==> src/rtl/router_pkg.sv <==
// Shared types and constants for the 1x3 packet router ingress path.
package router_pkg;

    localparam int WIDTH_DEFAULT   = 8;
    localparam int NUM_PORTS       = 3;
    localparam int TIMEOUT_DEFAULT = 30;

    localparam logic [1:0] ADDR_INVALID = 2'b11;

    // Header byte layout: payload length in the upper six bits, destination below.
    localparam int HDR_LEN_MSB  = 7;
    localparam int HDR_LEN_LSB  = 2;
    localparam int HDR_ADDR_MSB = 1;
    localparam int HDR_ADDR_LSB = 0;

    typedef logic [5:0] len_t;
    localparam len_t LEN_MAX = 6'h3F;

    typedef enum logic [2:0] {
        DECODE_ADDRESS,
        WAIT_TILL_EMPTY,
        LOAD_FIRST_DATA,
        WRITE_HEADER,
        LOAD_DATA,
        LOAD_PARITY,
        CHECK_PARITY_ERROR,
        DROP_PACKET
    } state_t;

endpackage

==> src/rtl/router_ingress_ctrl_if.sv <==
// Source-side byte stream plus the FIFO-side control/status bundle of the ingress controller.
interface router_ingress_ctrl_if #(
    parameter int WIDTH     = router_pkg::WIDTH_DEFAULT,
    parameter int NUM_PORTS = router_pkg::NUM_PORTS
);
    logic                 pkt_valid;
    logic [WIDTH-1:0]     data_in;
    logic [NUM_PORTS-1:0] fifo_full;
    logic [NUM_PORTS-1:0] fifo_empty;
    logic [NUM_PORTS-1:0] read_enb;
    logic                 busy;
    logic [WIDTH-1:0]     dout;
    logic [NUM_PORTS-1:0] write_enb;
    logic                 lfd_state;
    logic [NUM_PORTS-1:0] soft_reset;
    logic [NUM_PORTS-1:0] vld_out;
    logic                 err;

    modport master (
        output pkt_valid, data_in, fifo_full, fifo_empty, read_enb,
        input  busy, dout, write_enb, lfd_state, soft_reset, vld_out, err
    );

    modport slave (
        input  pkt_valid, data_in, fifo_full, fifo_empty, read_enb,
        output busy, dout, write_enb, lfd_state, soft_reset, vld_out, err
    );

endinterface

==> src/rtl/router_timeout.sv <==
// Per-FIFO stall watchdog: pulses soft_reset once the reader has ignored valid data for TIMEOUT cycles.
module router_timeout #(
    parameter int TIMEOUT = router_pkg::TIMEOUT_DEFAULT
) (
    input  logic clock,
    input  logic resetn,
    input  logic vld_out,
    input  logic read_enb,
    input  logic fifo_empty,
    output logic soft_reset
);
    import router_pkg::*;

    localparam int CNT_W = (TIMEOUT > 1) ? $clog2(TIMEOUT) : 1;
    localparam logic [CNT_W-1:0] LAST = CNT_W'(TIMEOUT - 1);

    logic [CNT_W-1:0] cnt;

    always_ff @(posedge clock or negedge resetn) begin
        if (!resetn) begin
            cnt        <= '0;
            soft_reset <= 1'b0;
        end else begin
            soft_reset <= 1'b0;
            if (read_enb || fifo_empty) begin
                cnt <= '0;
            end else if (vld_out) begin
                if (cnt == LAST) begin
                    cnt        <= '0;
                    soft_reset <= 1'b1;
                end else begin
                    cnt <= cnt + 1'b1;
                end
            end
        end
    end

endmodule

==> src/rtl/router_ingress_ctrl.sv <==
// Router ingress: decodes headers, steers bytes into the destination FIFO,
// checks parity/length and flushes FIFOs whose reader has stalled.
module router_ingress_ctrl #(
    parameter int WIDTH     = router_pkg::WIDTH_DEFAULT,
    parameter int NUM_PORTS = router_pkg::NUM_PORTS,
    parameter int TIMEOUT   = router_pkg::TIMEOUT_DEFAULT
) (
    input logic                  clock,
    input logic                  resetn,
    router_ingress_ctrl_if.slave bus
);
    import router_pkg::*;

    state_t               state;
    logic [WIDTH-1:0]     hdr_reg;
    logic [WIDTH-1:0]     parity_acc;
    logic [1:0]           addr;
    len_t                 len_cnt;
    logic                 err_q;
    logic                 lfd_q;
    logic [NUM_PORTS-1:0] soft_reset;
    logic [NUM_PORTS-1:0] vld_out;
    logic [NUM_PORTS-1:0] write_enb;
    logic [WIDTH-1:0]     dout;
    logic [1:0]           hdr_addr;
    logic                 full_sel;
    logic                 soft_sel;
    logic                 in_packet;
    logic                 busy;
    logic                 wr;

    assign hdr_addr  = bus.data_in[HDR_ADDR_MSB:HDR_ADDR_LSB];
    assign full_sel  = bus.fifo_full[addr];
    assign soft_sel  = soft_reset[addr];
    assign in_packet = state inside {WAIT_TILL_EMPTY, LOAD_FIRST_DATA, WRITE_HEADER,
                                     LOAD_DATA, LOAD_PARITY};
    assign vld_out   = ~bus.fifo_empty;

    for (genvar i = 0; i < NUM_PORTS; i++) begin : g_timeout
        router_timeout #(.TIMEOUT(TIMEOUT)) u_timeout (
            .clock      (clock),
            .resetn     (resetn),
            .vld_out    (vld_out[i]),
            .read_enb   (bus.read_enb[i]),
            .fifo_empty (bus.fifo_empty[i]),
            .soft_reset (soft_reset[i])
        );
    end

    // A flush of the active FIFO suppresses every write, including the parity byte.
    always_comb begin
        busy = 1'b0;
        wr   = 1'b0;
        dout = '0;
        case (state)
            WAIT_TILL_EMPTY, LOAD_FIRST_DATA, CHECK_PARITY_ERROR: busy = 1'b1;
            WRITE_HEADER: begin
                busy = 1'b1;
                wr   = ~soft_sel;
                dout = hdr_reg;
            end
            LOAD_DATA: begin
                busy = full_sel;
                wr   = bus.pkt_valid & ~full_sel & ~soft_sel;
                dout = bus.data_in;
            end
            LOAD_PARITY: begin
                busy = full_sel;
                wr   = ~full_sel & ~soft_sel;
                dout = bus.data_in;
            end
            default: ;
        endcase
        write_enb = '0;
        if (wr) write_enb[addr] = 1'b1;
    end

    always_ff @(posedge clock or negedge resetn) begin
        if (!resetn) begin
            state      <= DECODE_ADDRESS;
            hdr_reg    <= '0;
            addr       <= '0;
            parity_acc <= '0;
            len_cnt    <= '0;
            err_q      <= 1'b0;
            lfd_q      <= 1'b0;
        end else begin
            lfd_q <= 1'b0;
            if (in_packet && soft_sel) begin
                state <= DROP_PACKET;
            end else begin
                case (state)
                    DECODE_ADDRESS: begin
                        if (bus.pkt_valid) begin
                            if (hdr_addr == ADDR_INVALID) begin
                                state <= DROP_PACKET;
                            end else begin
                                hdr_reg    <= bus.data_in;
                                addr       <= hdr_addr;
                                parity_acc <= bus.data_in;
                                len_cnt    <= '0;
                                err_q      <= 1'b0;
                                if (bus.fifo_empty[hdr_addr]) begin
                                    state <= LOAD_FIRST_DATA;
                                    lfd_q <= 1'b1;
                                end else begin
                                    state <= WAIT_TILL_EMPTY;
                                end
                            end
                        end
                    end
                    WAIT_TILL_EMPTY: begin
                        if (bus.fifo_empty[addr]) begin
                            state <= LOAD_FIRST_DATA;
                            lfd_q <= 1'b1;
                        end
                    end
                    LOAD_FIRST_DATA: state <= WRITE_HEADER;
                    WRITE_HEADER:    state <= LOAD_DATA;
                    LOAD_DATA: begin
                        if (!bus.pkt_valid) begin
                            state <= LOAD_PARITY;
                        end else if (!full_sel) begin
                            parity_acc <= parity_acc ^ bus.data_in;
                            if (len_cnt != LEN_MAX) len_cnt <= len_cnt + 1'b1;
                        end
                    end
                    LOAD_PARITY: begin
                        if (!full_sel) begin
                            err_q <= (bus.data_in != parity_acc) ||
                                     (len_cnt != hdr_reg[HDR_LEN_MSB:HDR_LEN_LSB]);
                            state <= CHECK_PARITY_ERROR;
                        end
                    end
                    CHECK_PARITY_ERROR: state <= DECODE_ADDRESS;
                    DROP_PACKET: begin
                        if (!bus.pkt_valid) state <= DECODE_ADDRESS;
                    end
                    default: state <= DECODE_ADDRESS;
                endcase
            end
        end
    end

    assign bus.busy       = busy;
    assign bus.dout       = dout;
    assign bus.write_enb  = write_enb;
    assign bus.lfd_state  = lfd_q;
    assign bus.soft_reset = soft_reset;
    assign bus.vld_out    = vld_out;
    assign bus.err        = err_q;

endmodule
==> src/flat_wrapper.sv <==
// flat-port wrapper written by rule: the top's interface ports become plain ports
module router_ingress_ctrl_flat import router_pkg::*;
#(
    parameter int WIDTH     = router_pkg::WIDTH_DEFAULT,
    parameter int NUM_PORTS = router_pkg::NUM_PORTS,
    parameter int TIMEOUT   = router_pkg::TIMEOUT_DEFAULT
)
  (clock, resetn, bus_pkt_valid, bus_data_in, bus_fifo_full, bus_fifo_empty, bus_read_enb, bus_busy, bus_dout, bus_write_enb, bus_lfd_state, bus_soft_reset, bus_vld_out, bus_err);
  router_ingress_ctrl_if #(.WIDTH(WIDTH), .NUM_PORTS(NUM_PORTS)) bus_i ();
  input logic clock;
  input logic resetn;
  input wire logic [$bits(bus_i.pkt_valid)-1:0] bus_pkt_valid;
  input wire logic [$bits(bus_i.data_in)-1:0] bus_data_in;
  input wire logic [$bits(bus_i.fifo_full)-1:0] bus_fifo_full;
  input wire logic [$bits(bus_i.fifo_empty)-1:0] bus_fifo_empty;
  input wire logic [$bits(bus_i.read_enb)-1:0] bus_read_enb;
  output wire logic [$bits(bus_i.busy)-1:0] bus_busy;
  output wire logic [$bits(bus_i.dout)-1:0] bus_dout;
  output wire logic [$bits(bus_i.write_enb)-1:0] bus_write_enb;
  output wire logic [$bits(bus_i.lfd_state)-1:0] bus_lfd_state;
  output wire logic [$bits(bus_i.soft_reset)-1:0] bus_soft_reset;
  output wire logic [$bits(bus_i.vld_out)-1:0] bus_vld_out;
  output wire logic [$bits(bus_i.err)-1:0] bus_err;
  assign bus_i.pkt_valid = bus_pkt_valid;
  assign bus_i.data_in = bus_data_in;
  assign bus_i.fifo_full = bus_fifo_full;
  assign bus_i.fifo_empty = bus_fifo_empty;
  assign bus_i.read_enb = bus_read_enb;
  assign bus_busy = bus_i.busy;
  assign bus_dout = bus_i.dout;
  assign bus_write_enb = bus_i.write_enb;
  assign bus_lfd_state = bus_i.lfd_state;
  assign bus_soft_reset = bus_i.soft_reset;
  assign bus_vld_out = bus_i.vld_out;
  assign bus_err = bus_i.err;
  router_ingress_ctrl #(.WIDTH(WIDTH), .NUM_PORTS(NUM_PORTS), .TIMEOUT(TIMEOUT)) u_core (.clock(clock), .resetn(resetn), .bus(bus_i));
endmodule
==> config.mk <==
export PLATFORM = sky130hd
export DESIGN_NAME = router_ingress_ctrl_flat
export DESIGN_NICKNAME = d
export VERILOG_FILES = /design/src/rtl/router_pkg.sv /design/src/rtl/router_ingress_ctrl_if.sv /design/src/rtl/router_timeout.sv /design/src/rtl/router_ingress_ctrl.sv /design/src/flat_wrapper.sv
export SDC_FILE = /design/constraint.sdc
export NUM_CORES = 1
export LEC_CHECK = 0
export ABC_AREA = 0
export BUFFER_PORTS_ARGS = -buffer_cell sky130_fd_sc_hd__buf_2
export CORE_MARGIN = 2
export CORE_UTILIZATION = 25
export CTS_BUF_LIST = sky130_fd_sc_hd__clkbuf_8
export CTS_CLUSTER_DIAMETER = 120
export CTS_CLUSTER_SIZE = 20
export DETAILED_ROUTE_END_ITERATION = 12
export PLACE_DENSITY = 0.48
export SETUP_SLACK_MARGIN = 0.15
export SYNTH_ARGS = -nofsm -noshare
export SYNTH_HDL_FRONTEND = slang
export SYNTH_SLANG_ARGS = --single-unit
==> constraint.sdc <==
create_clock -name clock -period 3.2 [get_ports clock]
set_input_delay 0.48 -clock clock [delete_from_list [all_inputs] [get_ports clock]]
set_output_delay 0.48 -clock clock [all_outputs]
set_load 0.05 [all_outputs]
# --- Yosys cells after proc, flatten, opt, wreduce, memory -nomap -nowiden ---
# Index checks and enable logic that the tools add are counted.
classes:
  n_lt_le_gt_ge: 3
  addsub: 4
  bitwise: 9
  eq_ne: 25
  muxes: 62
  n_reduce_logical: 20
op_table:
  columns: ["cell", "count"]
  rows:
  - ["2-to-1 mux 5 bit", 9]
  - ["2-to-1 mux 8 bit", 4]
  - ["case mux 8 bit (2 select lines)", 2]
  - ["2-to-1 mux 6 bit", 5]
  - ["2-to-1 mux 3 bit", 8]
  - ["case mux 3 bit (8 select lines)", 1]
  - ["2-to-1 mux 1 bit", 22]
  - ["adder 5 x 1 -> 5 bit (second input constant)", 3]
  - ["== test 5 bit (second input constant)", 3]
  - ["== test 3 bit (second input constant)", 4]
  - ["inequality test 2 bit (second input constant)", 6]
  - ["case mux 6 bit (2 select lines)", 1]
  - ["AND reduction 5 bit", 2]
  - ["nonzero test 2 bit", 5]
  - ["inequality test 3 bit (second input constant)", 3]
  - ["binary-select mux 1 bit (select 2 bit)", 4]
  - ["inequality test 8 bit", 1]
  - ["bitwise XOR 8 bit", 1]
  - ["AND reduction 7 bit", 1]
  - ["adder 6 x 1 -> 6 bit (second input constant)", 1]
  - ["== test 3 x 2 -> 1 bit (second input constant)", 2]
  - ["< comparator 2 x 3 -> 1 bit (second input constant)", 2]
  - ["inequality test 3 x 2 -> 1 bit (second input constant)", 2]
  - ["inequality test 6 bit", 1]
  - ["19 further kinds", 30]
totals:
  out_inout_bits: 20
  word_cells: 136
  in_bits: 20
  reg_bits: 47

# --- Longest topological paths before layout ---
depth:
  depth_word: 7
  mapped_depth: 7
  mapped_depth_nobuf: 5

# --- Modules after synthesis ---
# Synthesis repeated with hierarchy kept, for this count alone.
hier_totals:
  hier_cells: 322
  hier_area_um2: 2945.3
by_module_without_submodules:
  columns: ["mod", "seq_area_each_um2", "area_each_um2", "cells_each", "n_inst"]
  rows:
  - ["router_ingress_ctrl", 675.6, 1976.9, 223, 1]
  - ["router_timeout", 150.1, 322.8, 33, 3]

# --- Worst setup path before layout ---
# No wires, ideal clock.
synth_path:
  kind: "register to output"
  startpoint: "register u_core.addr[0]"
  endpoint: "output bus_write_enb[1]"
  path_stages_with_launch: 7
  path_slack_ps: 221
  required_ps: 2720
  arrival_ps: 2499
  n_path_buf: 1
  path_cell_list: "dfrtp_1 -> buf_6 -> mux2i_1 -> o2bb2ai_1 -> o41ai_1 -> nand2_1 -> nor3b_1"
synth_between:
  elab_chain_cells: 7
  elab_cells_between_ends: 16
  cone_classes: "order compare: 2; mux: 8; bitwise: 5; reduce/logical: 1"
synth_lines:
  columns: ["item", "line", "text"]
  rows:
  - ["start: declaration", "router_ingress_ctrl.sv:17", "logic [1:0] addr;"]
  - ["start signal: assignment", "router_ingress_ctrl.sv:99", "addr <= hdr_addr;"]
  - ["binary-select mux 1 bit (select 2 bit)", "router_ingress_ctrl.sv:33", "assign full_sel = bus.fifo_full[addr];"]
  - ["2-to-1 mux 1 bit (not written as such)", "router_ingress_ctrl.sv:33", null]
  - ["inverter 1 bit", "router_ingress_ctrl.sv:64, router_ingress_ctrl.sv:69", null]
  - ["AND 1 bit (2 in a row)", "router_ingress_ctrl.sv:64", "wr = bus.pkt_valid & ~full_sel & ~soft_sel;"]
  - ["case mux 1 bit (3 select lines)", "router_ingress_ctrl.sv:55", "case (state)"]
  - ["2-to-1 mux 3 bit *", "router_ingress_ctrl.sv:75", "if (wr) write_enb[addr] = 1'b1;"]
  - ["end: declaration", "flat_wrapper.sv:19", "output wire logic [$bits(bus_i.write_enb)-1:0] bus_write_enb;"]
# Every way passes the cells marked *; elsewhere a longest branch is shown, timed or not. The select of a mux whose other input is x is not followed.

==> flow_summary.yaml <==
flow_run:
  maxCapViolations: 0
die:
  die_y_um: 112.3
  num_rows: 39
  fp.coreArea_mm2: 0.01142
  io_pins: 40
  dieArea_mm2: 0.01261
  die_x_um: 112.3
  initial_core_util: 0.2567
yosys:
  ys_dominant_reg_cell: "dfrtp_1"
  synth_cells: 304
  ys_seq_elements: 45
  synth_cell_types: 58
  synth_top_cell_by_area: "dfrtp_1"
  syn_area_mm2: 0.002932
  syn_area_per_cell_um2: 9.643
  yosys_warnings: 0
  synth_nets: 331
  synth-edff-count: 0
  ys_seq_area_frac: 0.3841
  yosys-top-cells-area: "dfrtp_1 38%, xor2_1 5.7%, mux2_4 4.1%, nor2_1 3.8%, nand2_1 3.6%"
  synthArstFlopShare: 1.000
  synth_top_cell_area_share: 0.3841
sta:
  hold_violations: 0
  final-setup-viol-count: 0
  worst_pin_slew_ps: 762.9
  rsz0062_at_grt: "false"
  fin_tns_setup_ps: 0
  slew_violations: 0
  timing.slew.headroom: 0.4914
  post-route-period-util: 0.8831
  finClkSkew_ps: 13.18
  min_period_ps: 2826
  max_freq_mhz: 353.9
drt:
  vias: 2265
  viasPerCell: 4.738
  drtAntennaViolNets: 0
  routedWlPerCell_um: 14.07
  wirelength_mm: 6.726
  drtPass1Iterations: 4
  drc: 0
  drtIter0Drc: 127
placement:
  io_buffers: 39
  gp_congestion: 0.7633
  hpwl_mm: 4.915
clock_tree:
  clock-sinks: 45
  path_clk_slew_ps: 100
  clock_path_buffers: 2
  cts_tree: "done"
  clock_latency_ps: 300
  cts_buffers: 5
  cts_htree_levels: 2
  cts_root_buf: "clkbuf_8"
power_and_ir_drop:
  power_density_mw_per_mm2: 813.4
  leakagePower_nw: 1.566
  p_total_mw: 2.707
  switching_power_mw: 1.216
  p_clk_frac: 0.172
  vdd_drop_max_mv: 0.4011
  combinationalPowerShare: 0.484
  power_frac_seq: 0.344
  p_int_mw: 1.491
  switching_share: 0.4493
global_routing:
  grt_overflow: 0
  grt_max_degree: 25
  grt_pass1_wl_mm: 11.07
  groute.usage.overall: 0.1096
  antenna_found_initial: 0
  grt_pass1_vias: 2117
hold_path:
  hp-class: "in2async"
final_layout:
  fin_nets: 361
  syn2layout_area_growth_pct: 13.53
  utilization: 0.2915
  antenna_cells: 0
  drive_above_1_share: 0.2358
  largest_reg_flops: 15
setup_path:
  crit_path_max_fanout: 12
  r2r_setup_slack_ps: 910
  required_ps: 2720
  crit_arrival_ps: 2350
  cp-end-kind: "output pin"
  crit_type: "reg2out"
  setup.worst_path.start_class: "register"
status:
  outcome: "finished, final reports clean"
-- cells in the mapped netlist, types with 3 or more instances --
master and count:
nor2b_4 3, nand3_1 15, o21ai_0 9, nor2b_1 3, ha_1 7, buf_2 3, xnor2_1 3, inv_1 16
nor4_1 3, a31o_1 11, dfrtp_1 45, a21oi_1 5, nor3_1 6, buf_4 6, a31oi_1 4, xor2_1 19
clkbuf_1 6, nand2_1 28, mux2i_1 3, o22ai_1 8, mux2_4 8, nor2_1 30, buf_6 6, nand4_1 6
a32o_1 8, and3_1 5
-- logic make-up after synthesis --
logic type | Yosys count | synth area share
mux | 12 | 0.05890
xor+xnor | 22 | 0.06573
compound gates | 65 | 0.1801
fa+ha+maj | 7 | 0.02987
flops | 45 | 0.3841
simple gates | 114 | 0.2070
buf+inv | 39 | 0.07426
-- routing by layer --
layer | part of all wire | track usage | vias up
met5 | 0 | 0 | -
met4 | 0.014 | 0.03171 | 0
met3 | 0.043 | 0.02322 | 9
met2 | 0.44 | 0.1622 | 40
met1 | 0.50 | 0.1612 | 1076
li1 | - | - | 1140
-- cell usage in the layout (no fill, tap or decap), types with 2 or more instances in the layout --
cell      synthesis  final
dfrtp_1          45     45
buf_2             3     39
nor2_1           30     30
nand2_1          28     28
xor2_1           19     19
inv_1            16     16
nand3_1          15     15
a31o_1           11     11
o21ai_0           9      9
a32o_1            8      8
mux2_4            8      8
o22ai_1           8      8
ha_1              7      7
buf_4             6      7
nor3_1            6      6
nand4_1           6      6
clkbuf_8          0      6
a21oi_1           5      5
and3_1            5      5
a31oi_1           4      4
nor2b_1           3      3
mux2i_1           3      3
nor2b_4           3      3
xnor2_1           3      3
nor4_1            3      3
nor3b_1           2      2
a221o_1           2      2
a211oi_1          2      2
a22o_1            2      2
a211o_1           2      2
-- worst max-delay path, stage by stage, from the launching register on --
cell,delay (ps)
dfrtp_1,530
nor2b_2,280
o2bb2ai_1,260
o41ai_2,360
nand2_1,120
nor3b_1,200
buf_2,290
-- metrics by stage --
stage,hold slack (ps),worst slack (ps),instance area [µm²],std cells
global route,189.9,155.5,3328,478
CTS,163.1,254.5,3321,478
global placement,479.1,656.0,3201,470
floorplan,184.4,220.5,2932,304
finish,158.2,374.0,3328,478
detailed placement,487.8,607.3,3201,470
-- final cells by class --
| type | instances | area, µm² |
|---|---|---|
| fillers | 1217 | 8090 |
| multi-input cells | 220 | 1595 |
| flip-flops and latches | 45 | 1126 |
| repair buffers | 46 | 247.7 |
| well taps | 143 | 178.9 |
| clock buffers | 6 | 82.58 |
| inverters | 16 | 60.06 |
| clock inverters | 2 | 37.54 |
-- final timing paths --
check / start / cells past startpoint / endpoint
max reg2reg: u_core.state[1] / 4 / u_core.len_cnt[1]
min reg2reg: u_core.g_timeout[1].u_timeout.cnt[0] / 1 / u_core.g_timeout[1].u_timeout.cnt[0]
min in group clock: bus_read_enb[0] / 2 / u_core.g_timeout[0].u_timeout.soft_reset
max in group asynchronous: resetn / 2 / u_core.g_timeout[0].u_timeout.cnt[1]
max: u_core.hdr_reg[1] / 6 / bus_write_enb[1]
min: resetn / 1 / u_core.hdr_reg[3]
-- power by group through the flow --
stage / clock (mW) / combinational (mW) / sequential, mW
global route: 0.513 / 1.44 / 0.963
CTS: 0.490 / 1.32 / 0.928
global placement: 0 / 1.31 / 0.937
floorplan: 0 / 1.14 / 0.844
finish: 0.464 / 1.31 / 0.932
detailed placement: 0 / 1.31 / 0.941
-- what timing repair did --
action,4_1_cts,5_1_grt
setup endpoints to repair,0,1
resized for setup,0,1
setup buffers,0,0
hold buffers,0,0
Power figures use the tool's default switching activity.
